$ cat src/rtl/corelet_pkg.sv
// Shared state encoding and MAC-array instruction codes for the corelet sequencer.
package corelet_pkg;

    typedef enum logic [2:0] {
        S_IDLE    = 3'd0,
        S_LOADW   = 3'd1,
        S_WFLUSH  = 3'd2,
        S_EXEC    = 3'd3,
        S_OSDRAIN = 3'd4,
        S_DRAIN   = 3'd5,
        S_DONE    = 3'd6
    } state_t;

    // inst = {execute, load}
    localparam logic [1:0] INST_IDLE = 2'b00;
    localparam logic [1:0] INST_LOAD = 2'b01;
    localparam logic [1:0] INST_EXEC = 2'b10;

endpackage

$ cat src/rtl/stream_feeder.sv
// SRAM-to-FIFO stream: issues reads at base+k, tracks the vector in flight and
// the one-entry skid register, and strobes the write into the target FIFO.
module stream_feeder #(
    parameter int cnt_w   = 9,
    parameter int addr_bw = 11
) (
    input  logic               clk,
    input  logic               reset,
    input  logic               en,       // phase active; all state clears while low
    input  logic [cnt_w-1:0]   total,    // vectors to move in this phase
    input  logic [addr_bw-1:0] base,
    input  logic               full,
    output logic               rd_en,
    output logic [addr_bw-1:0] rd_addr,
    output logic               wr,
    output logic [cnt_w-1:0]   wr_cnt
);

    logic [cnt_w-1:0] rd_cnt_q, rd_cnt_d;
    logic [cnt_w-1:0] wr_cnt_q, wr_cnt_d;
    logic             inflight_q, inflight_d;   // read issued last cycle, data on the bus now
    logic             skid_q, skid_d;           // data parked because full rose while in flight

    // Strobes and next state: a held vector blocks new reads until it has been written
    always_comb begin
        rd_en      = en && !full && !skid_q && (rd_cnt_q < total);
        wr         = en && !full && (inflight_q || skid_q);
        rd_addr    = rd_en ? base + addr_bw'(rd_cnt_q) : '0;
        rd_cnt_d   = rd_cnt_q + cnt_w'(rd_en);
        wr_cnt_d   = wr_cnt_q + cnt_w'(wr);
        inflight_d = rd_en;
        skid_d     = (inflight_q || skid_q) && full;
        if (!en) begin
            rd_cnt_d   = '0;
            wr_cnt_d   = '0;
            inflight_d = 1'b0;
            skid_d     = 1'b0;
        end
    end

    // Counter and skid registers
    always_ff @(posedge clk or negedge reset) begin
        if (!reset) begin
            rd_cnt_q   <= '0;
            wr_cnt_q   <= '0;
            inflight_q <= 1'b0;
            skid_q     <= 1'b0;
        end else begin
            rd_cnt_q   <= rd_cnt_d;
            wr_cnt_q   <= wr_cnt_d;
            inflight_q <= inflight_d;
            skid_q     <= skid_d;
        end
    end

    assign wr_cnt = wr_cnt_q;

endmodule

$ cat src/rtl/corelet_ctrl.sv
// Corelet job sequencer: weight load, execution and psum drain in WS or OS mode,
// generating every SRAM address and corelet strobe from a single start pulse.
module corelet_ctrl #(
    parameter int row         = 8,
    parameter int col         = 8,
    parameter int len_bw      = 8,
    parameter int addr_bw     = 11,
    parameter int ififo_depth = 128
) (
    input  logic               clk,
    input  logic               reset,
    input  logic               start,
    input  logic               os_en,
    input  logic [len_bw-1:0]  n_vec,
    input  logic [addr_bw-1:0] w_base,
    input  logic [addr_bw-1:0] x_base,
    input  logic [addr_bw-1:0] p_base,
    input  logic               l0_full,
    input  logic               ififo_full,
    input  logic               ofifo_valid,
    output logic               sram_rd_en,
    output logic [addr_bw-1:0] sram_addr,
    output logic               l0_wr,
    output logic               l0_rd,
    output logic               ififo_wr,
    output logic               ififo_rd,
    output logic               ofifo_rd,
    output logic [1:0]         inst,
    output logic               os_en_q,
    output logic               psum_wr_en,
    output logic [addr_bw-1:0] psum_addr,
    output logic               busy,
    output logic               done
);
    import corelet_pkg::*;

    localparam int CW = len_bw + 1;

    state_t             state_q, state_d;
    logic               os_en_d;
    logic [CW-1:0]      nvec_q, nvec_d;
    logic [addr_bw-1:0] w_base_q, w_base_d, x_base_q, x_base_d, p_base_q, p_base_d;
    logic [CW-1:0]      cnt_q, cnt_d;   // per-phase: L0 reads, flush cycles or psum pops

    logic               ld_ws, ld_os, in_exec, l0f_en, cnt_inc;
    logic               l0f_rd, l0f_wr, iff_rd, iff_wr;
    logic [CW-1:0]      l0f_total, l0f_wr_cnt, iff_wr_cnt, drain_tgt;
    logic [addr_bw-1:0] l0f_base, l0f_addr, iff_addr;

    assign ld_ws     = (state_q == S_LOADW) && !os_en_q && (nvec_q != '0);
    assign ld_os     = (state_q == S_LOADW) &&  os_en_q && (nvec_q != '0);
    assign in_exec   = (state_q == S_EXEC);
    assign l0f_en    = ld_ws || in_exec;
    assign l0f_total = ld_ws ? CW'(col) : nvec_q;
    assign l0f_base  = ld_ws ? w_base_q : x_base_q;
    assign drain_tgt = os_en_q ? CW'(row) : nvec_q;

    // L0 path: weights in WS load, activations in execution
    stream_feeder #(.cnt_w(CW), .addr_bw(addr_bw)) u_l0_feed (
        .clk(clk), .reset(reset), .en(l0f_en), .total(l0f_total), .base(l0f_base),
        .full(l0_full), .rd_en(l0f_rd), .rd_addr(l0f_addr), .wr(l0f_wr), .wr_cnt(l0f_wr_cnt)
    );

    // IFIFO path: weights in OS load
    stream_feeder #(.cnt_w(CW), .addr_bw(addr_bw)) u_if_feed (
        .clk(clk), .reset(reset), .en(ld_os), .total(nvec_q), .base(w_base_q),
        .full(ififo_full), .rd_en(iff_rd), .rd_addr(iff_addr), .wr(iff_wr), .wr_cnt(iff_wr_cnt)
    );

    // Only one feeder is enabled at a time, so the SRAM port is a plain OR
    assign sram_rd_en = l0f_rd | iff_rd;
    assign sram_addr  = l0f_addr | iff_addr;
    assign l0_wr      = l0f_wr;
    assign ififo_wr   = iff_wr;

    // L0 is read only once a written vector is waiting in it
    assign l0_rd      = l0f_en && (cnt_q < l0f_wr_cnt);
    assign ififo_rd   = in_exec && os_en_q && l0_rd;
    assign ofifo_rd   = (state_q == S_DRAIN) && ofifo_valid && (cnt_q != drain_tgt);
    assign psum_wr_en = ofifo_rd;
    assign psum_addr  = ofifo_rd ? p_base_q + addr_bw'(cnt_q) : '0;
    assign busy       = (state_q != S_IDLE) && (state_q != S_DONE);
    assign done       = (state_q == S_DONE);

    // MAC-array instruction: tied to each L0 read, held during the flush windows
    always_comb begin
        inst = INST_IDLE;
        if (ld_ws && l0_rd)             inst = INST_LOAD;
        else if (in_exec && l0_rd)      inst = INST_EXEC;
        else if (state_q == S_OSDRAIN)  inst = INST_LOAD;
    end

    // Next state, job latching and the shared phase counter
    always_comb begin
        state_d  = state_q;
        os_en_d  = os_en_q;
        nvec_d   = nvec_q;
        w_base_d = w_base_q;
        x_base_d = x_base_q;
        p_base_d = p_base_q;
        cnt_inc  = l0_rd || ofifo_rd || (state_q == S_WFLUSH) || (state_q == S_OSDRAIN);
        case (state_q)
            S_IDLE: if (start) begin
                os_en_d  = os_en;
                nvec_d   = {1'b0, n_vec};
                w_base_d = w_base;
                x_base_d = x_base;
                p_base_d = p_base;
                // an OS job longer than the IFIFO cannot be held and is refused
                state_d  = (os_en && ({1'b0, n_vec} > CW'(ififo_depth))) ? S_DONE : S_LOADW;
            end
            S_LOADW: begin
                if (nvec_q == '0)                       state_d = S_DONE;
                else if (os_en_q && iff_wr_cnt == nvec_q) state_d = S_EXEC;
                else if (!os_en_q && cnt_q == CW'(col))   state_d = S_WFLUSH;
            end
            S_WFLUSH:  if (cnt_q == CW'(row + col - 1)) state_d = S_EXEC;
            S_EXEC:    if (cnt_q == nvec_q) state_d = os_en_q ? S_OSDRAIN : S_DRAIN;
            S_OSDRAIN: if (cnt_q == CW'(row - 1)) state_d = S_DRAIN;
            S_DRAIN:   if (cnt_q == drain_tgt) state_d = S_DONE;
            S_DONE:    state_d = S_IDLE;
            default:   state_d = S_IDLE;
        endcase
        if (state_d != state_q) cnt_d = '0;
        else if (cnt_inc)       cnt_d = cnt_q + CW'(1);
        else                    cnt_d = cnt_q;
    end

    // Sequencer registers
    always_ff @(posedge clk or negedge reset) begin
        if (!reset) begin
            state_q  <= S_IDLE;
            os_en_q  <= 1'b0;
            nvec_q   <= '0;
            w_base_q <= '0;
            x_base_q <= '0;
            p_base_q <= '0;
            cnt_q    <= '0;
        end else begin
            state_q  <= state_d;
            os_en_q  <= os_en_d;
            nvec_q   <= nvec_d;
            w_base_q <= w_base_d;
            x_base_q <= x_base_d;
            p_base_q <= p_base_d;
            cnt_q    <= cnt_d;
        end
    end

endmodule

$ cat config.mk
export PLATFORM = sky130hd
export DESIGN_NAME = corelet_ctrl
export DESIGN_NICKNAME = d
export VERILOG_FILES = /design/src/rtl/corelet_pkg.sv /design/src/rtl/stream_feeder.sv /design/src/rtl/corelet_ctrl.sv
export SDC_FILE = /design/constraint.sdc
export NUM_CORES = 1
export LEC_CHECK = 0
export BUFFER_PORTS_ARGS = -buffer_cell sky130_fd_sc_hd__buf_2
export CAP_MARGIN = 10
export CORE_ASPECT_RATIO = 2
export CORE_MARGIN = 2
export CORE_UTILIZATION = 55
export DETAILED_ROUTE_END_ITERATION = 8
export GPL_TIMING_DRIVEN = 0
export PLACE_DENSITY = 0.72
export SLEW_MARGIN = 15
export SYNTH_ARGS = -nofsm -noshare
export SYNTH_HDL_FRONTEND = slang
export SYNTH_SLANG_ARGS = --single-unit
export TNS_END_PERCENT = 30
$ cat constraint.sdc
create_clock -name clk -period 5.72 [get_ports clk]
set_clock_uncertainty 0.15 [all_clocks]
set_input_delay 1.144 -clock clk [delete_from_list [all_inputs] [get_ports clk]]
set_output_delay 1.144 -clock clk [all_outputs]
set_load 0.05 [all_outputs]
# After elaboration in Yosys (flattened, before gate mapping)
# Index checks and enable logic that the tools add are counted.
# totals
out_inout_bits,34
regBits,94
# op_classes
n_eq_ne,15
addsub,8
bitwise,2
reduce_logical,42
mux,30
n_lt_le_gt_ge,4
# op_table
operator,n
9-bit 2-to-1 mux,6
11-bit 2-to-1 mux,4
9-bit by 1-bit adder with 9-bit output,4
11-bit by 9-bit adder with 11-bit output,3
9-bit by 8-bit == test with 1-bit output,3
3-bit 2-to-1 mux,9
1-bit logical AND,25
9-bit by 4-bit == test with 1-bit output (second input constant),2
9-bit by 8-bit less-than comparator with 1-bit output,2
3-bit case mux with 6 select lines,1
8-bit 2-to-1 mux,2
11-bit bitwise OR,1
9-bit by 1-bit adder with 9-bit output (second input constant),1
3-bit == test (second input constant),3
9-bit by 3-bit == test with 1-bit output (second input constant),1
9-bit logical NOT,1
9-bit less-than comparator,1
9-bit by 8-bit inequality test with 1-bit output,1
9-bit nonzero test,1
8-bit greater-than comparator (second input constant),1
3-bit by 2-bit == test with 1-bit output (second input constant),2
1-bit logical OR,6
1-bit 2-to-1 mux,6
1-bit logical NOT,5
9 further kinds,10

# Depth between registers and ports, before layout
# logic_depth
ltp_word,10
ltp_mapped,17
mapped_depth_nobuf,14

# Hierarchy
# A second synthesis with hierarchy kept.
# unflattened
cells_unflattened,748
area_unflattened_um2,6988.0
# by_module_without_submodules
mod,area_each_um2,instances,cells_each
corelet_ctrl,3767.4,1,384
stream_feeder at u_if_feed,1611.5,1,183
stream_feeder at u_l0_feed,1609.0,1,181

# Worst setup path after synthesis
# Ideal clock, no wire load.
# synth_path
kind,register to output
start,register nvec_q[5]
end,output sram_addr[7]
stages_incl_launch_ff,13
t_arrival_ns,3.730
slack_ns,0.696
cell_sequence,dfrtp_1 > or4_4 > o211ai_2 > clkbuf_1 > nand2_1 > ha_1 > or4_1 > a221o_1 > or3_1 > o21bai_2 > buf_4 > o21ai_1 > o21ai_1
# synth_via
elab_chain_len,8
elab_cells_between_ends,18
classes_between,1 x add/sub; 2 x order compare; 4 x mux; 1 x bitwise; 10 x reduce/logical
# synth_lines
element,line_no,rtl
from (decl),corelet_ctrl.sv:41,"logic [CW-1:0] nvec_q, nvec_d;"
from (signal assigned),corelet_ctrl.sv:142,nvec_q <= nvec_d;
branches (longest 7 deep; another with 11-bit by 9-bit adder with 11-bit output),--,
11-bit bitwise OR *,corelet_ctrl.sv:72,assign sram_addr = l0f_addr | iff_addr;
to (decl),corelet_ctrl.sv:22,"output logic [addr_bw-1:0] sram_addr,"
# Mark *: on every way between the ends.

# Worst setup path in the final report
# layout_path
start,register nvec_q[3]
end,output sram_addr[10]
# Same word-level chain as after synthesis.

==> impl.org <==
** Run status
- Run status :: complete, no violations

** STA
- Number of max-slew violations in the final report :: 0
- Of the available clock period, the critical path in the final layout requires 0.956.
- Setup total negative slack on the finished layout was measured at 0 ns.
- Number of failing hold endpoints at the final stage :: 0
- Setup repair after global routing left no endpoint under its margin.
- Least-Margin Pin Slew :: 0.815 ns
- Setup violations remaining at the end of the flow were counted as 0.
- Derived from the worst setup path, the maximum achievable clock frequency is 0.183 GHz.
- Max transition margin :: 0.455
- Post-layout min period :: 5.47 ns

** Yosys
- Dividing the synthesized area by the synthesized cell count gives 9.41 um2.
- Count of yosys warnings during synthesis :: 0
- Fraction of registers with async set or reset after synthesis :: 1.00
- Count of flip-flops with a built-in enable after synthesis :: 0
- Number of standard cells after synthesis :: 687
- Count of different cell masters after synthesis :: 69
- After synthesis, the cell types taking the most area are sky130_fd_sc_hd__dfrtp_1 (36%), sky130_fd_sc_hd__ha_1 (11%), sky130_fd_sc_hd__mux2_2 (5.7%).
- For this run, the leading register cell type out of synthesis is sky130_fd_sc_hd__dfrtp_1.
- Number of nets produced by synthesis :: 797
- The share of synthesized area in the top cell type comes to 0.364.
- Share of synthesized area occupied by flip-flops and latches :: 0.364
- Number of synthesized register bits :: 94
- Area leader, netlist :: sky130_fd_sc_hd__dfrtp_1
- Area of the mapped netlist :: 6460 um2

** Die
- Total die area :: 12700 um2
- The initial utilization of the core area, before any placement, comes to 0.559.
- Top-level I/O count :: 82
- Core outline area :: 11600 um2
- Width of the die :: 80.7 um
- Die outline height :: 157 um
- Num rows :: 56

** Global routing
- Vias in the first global route :: 5214
- The first global-routing pass estimated 25600 um of wire.
- Leftover overflow at the end of global routing :: 0
- Entering global routing, the biggest net connects 60 pins.
- Overall routing resource usage :: 0.262
- The number of antenna violations at the first check in global routing was 0.

** Drt
- Dividing the detail-routed via count by the number of cells gives 5.80.
- Post-Route M1 WL :: 7080 um
- First drt pass iteration count :: 5
- After detailed routing, the number of remaining DRC violations is 0.
- Wires add up to 15900 um.
- Sum of met2 wire segment lengths after detailed routing :: 7690 um
- In this run the remaining antenna-violating nets after routing total 0.
- Average wire per cell in the routed design :: 17.1 um
- Topmost layer with routed signal wires :: met4
- After detailed routing, the met3 layer carries 658 um of wire.
- After the first detailed-routing iteration, the DRC count stood at 340.
- The routed layout has 5398 vias.

** Worst setup path
- For this design, the slowest cell found on the critical path is sky130_fd_sc_hd__or4_1.
- Crit path launch type :: flop
- Data arrival time of the critical path :: 4.18 ns
- Crit path required time :: 4.43 ns
- Largest stage delay, worst path :: 0.59 ns
- The setup path with the least slack is of type reg2out.
- Series of cell instances along the critical path :: or4_1 -> o211ai_4 -> clkbuf_4 -> nand2_1 -> nand2_1 -> ha_1 -> inv_1 -> fa_1 -> nand2b_1 -> a21oi_1 -> o311a_1 -> o21bai_1 -> a21oi_1 -> xnor2_1 -> a22o_1 -> buf_2
- Along the worst path, the maximum fanout reaches 10.
- Kind of end point of the critical path :: output pin

** Clock tree
- TritonCTS clock tree :: yes
- Insertion delay to the later sink of the worst-skew pair :: 0.35 ns
- Maximum number of buffers from clock root to sink :: 2
- The clock drives 94 sinks.
- Post-CTS Hold Buffers :: 0
- Number of clock buffers inserted by TritonCTS :: 9
- In this run the clock root is driven by a sky130_fd_sc_hd__clkbuf_16.
- Clock-pin slew was measured on the worst setup and hold paths at 0.07 ns.
- Number of levels the H-tree was split into :: 3

** Cells and area
- In the layout the commonest cells are sky130_fd_sc_hd__dfrtp_1 (94), sky130_fd_sc_hd__buf_2 (87), sky130_fd_sc_hd__nand2_1 (73).
- The area growth from synthesis to layout is 15.2%.
- Number of antenna cells inserted :: 0
- Leaving out fill and tap cells, the most frequent cell in the layout is sky130_fd_sc_hd__dfrtp_1.
- After the last flow step, the layout net total stands at 891.
- After filler insertion, the fill cell instance count of the layout stands at 982.
- Layout cell share with drive strength beyond 1 :: 0.206

** Power and ir drop
- Maximum vdd ir drop :: 0.283 mV
- Total power per unit cell area :: 456 nW/um2
- For this design the static power due to leakage is 3.57 nW.
- Tot Pwr :: 3.39 mW

** Hold path
- The min-delay analysis places its worst path in the category reg2reg.

** Placed design
- Detailed placement finished with a half-perimeter wire length of 12200 um.
- Input and output buffers added on the ports amount to 81.
- Routability-driven placement finished with a final weighted congestion of 0.895.

** Run
- Across the run, the number of max-cap violations was 0.
stage by stage:
step	hold WS, ns	setup slack, ns	cell area [um2]	util	instances
3_3_place_gp	0.349	0.288	7050	0.610	913
3_5_place_dp	0.352	0.291	7100	0.614	915
4_1_cts	0.367	0.0103	7430	0.643	931
2_1_floorplan	0.330	0.696	6460	-	687
5_1_grt	0.384	0.100	7440	0.644	931
6_report	0.362	0.250	7440	0.644	931
synth_stat cells (4+ instances only):
| cell | count |
|---|---|
| sky130_fd_sc_hd__nand2_1 | 73 |
| sky130_fd_sc_hd__a211oi_1 | 6 |
| sky130_fd_sc_hd__dfrtp_1 | 94 |
| sky130_fd_sc_hd__a22o_1 | 5 |
| sky130_fd_sc_hd__a21o_1 | 9 |
| sky130_fd_sc_hd__o22ai_1 | 4 |
| sky130_fd_sc_hd__inv_1 | 35 |
| sky130_fd_sc_hd__or3_1 | 8 |
| sky130_fd_sc_hd__and3_1 | 4 |
| sky130_fd_sc_hd__o21ai_0 | 18 |
| sky130_fd_sc_hd__o21a_1 | 4 |
| sky130_fd_sc_hd__nor4_1 | 7 |
| sky130_fd_sc_hd__or4_1 | 6 |
| sky130_fd_sc_hd__clkbuf_1 | 12 |
| sky130_fd_sc_hd__nor2_1 | 55 |
| sky130_fd_sc_hd__ha_1 | 59 |
| sky130_fd_sc_hd__buf_2 | 6 |
| sky130_fd_sc_hd__o21ai_1 | 10 |
| sky130_fd_sc_hd__xor2_1 | 32 |
| sky130_fd_sc_hd__nand2b_1 | 7 |
| sky130_fd_sc_hd__o21bai_1 | 8 |
| sky130_fd_sc_hd__nand4_1 | 13 |
| sky130_fd_sc_hd__mux2_2 | 33 |
| sky130_fd_sc_hd__nor2b_1 | 11 |
| sky130_fd_sc_hd__nand3_1 | 23 |
| sky130_fd_sc_hd__and2_1 | 11 |
| sky130_fd_sc_hd__o31ai_1 | 5 |
| sky130_fd_sc_hd__a21oi_1 | 33 |
| sky130_fd_sc_hd__nor3_1 | 10 |
| sky130_fd_sc_hd__xnor2_1 | 28 |
logic make-up after synthesis:
logic type	count (synthesis)	share of synthesized area
AND/OR/NAND/NOR	244	0.187
AO/OA/AOI/OAI	133	0.143
flip-flops	94	0.364
adder cells (fa/ha/maj)	62	0.124
XOR/XNOR	60	0.0813
buffers and inverters	58	0.0391
multiplexers	36	0.0621
worst max-delay path, delay by kind of cell (launching register included):
kind,cells,cell delay [ns]
XOR/XNOR,1,0.14
AND/OR/NAND/NOR,4,0.93
flip-flops,1,0.48
adder cells (fa/ha/maj),2,0.54
buffers and inverters,3,0.54
AO/OA/AOI/OAI,6,1.19
flip-flops by register name, indices dropped and copies added (netlist names), 3 cells and up:
signal,flops
cnt_q,9
nvec_q,8
p_base_q,11
state_q,3
u_if_feed.rd_cnt_q,9
u_if_feed.wr_cnt,9
u_l0_feed.rd_cnt_q,9
u_l0_feed.wr_cnt,9
w_base_q,11
x_base_q,11
routing by layer:
metal,up-vias,global-route usage
met5,-,0
met4,0,0.0977
met3,34,0.0424
met2,158,0.429
met1,2565,0.346
li1,2641,-
path summary, 6_finish.rpt:
| kind | startpoint | endpoint | slack, ns | cells after the start |
|---|---|---|---|---|
| worst min-delay path | x_base_q[8] | x_base_q[8] | 0.36 | 1 |
| worst min register to register | x_base_q[8] | x_base_q[8] | 0.36 | 1 |
| worst max register to register | nvec_q[3] | u_l0_feed.rd_cnt_q[8] | 1.18 | 15 |
| max in group asynchronous | reset | w_base_q[2] | 4.28 | 2 |
| worst max-delay path | nvec_q[3] | sram_addr[10] | 0.25 | 16 |
| min in group asynchronous | reset | u_l0_feed.wr_cnt[5] | 0.53 | 1 |
cell type report:
type	instances	area, um2	share of cell area
buffer	21	118	0.0158
clock buffer	10	239	0.0321
clock inverter	6	93.8	0.0126
inverter	36	135	0.0182
multi-input combinational	535	3870	0.520
sequential	94	2350	0.316
tap	145	181	0.0244
timing repair buffer	84	452	0.0607
timing repair:
action                                  4_1_cts  5_1_grt
endpoints found under the setup margin        9        9
resized for setup                             1        3
pin swaps                                     0        1
gates cloned                                  0        0
buffers inserted                              0        1
power by group:
| part | internal (mW) | switching, mW | total [mW] | leakage [nW] |
|---|---|---|---|---|
| Clock | 0.398 | 0.274 | 0.672 | 0.159 |
| Sequential | 0.840 | 0.187 | 1.03 | 1.22 |
| Combinational | 0.667 | 1.03 | 1.69 | 2.19 |
| Total | 1.90 | 1.49 | 3.39 | 3.57 |
No activity file was read; power rests on OpenSTA's default activity.
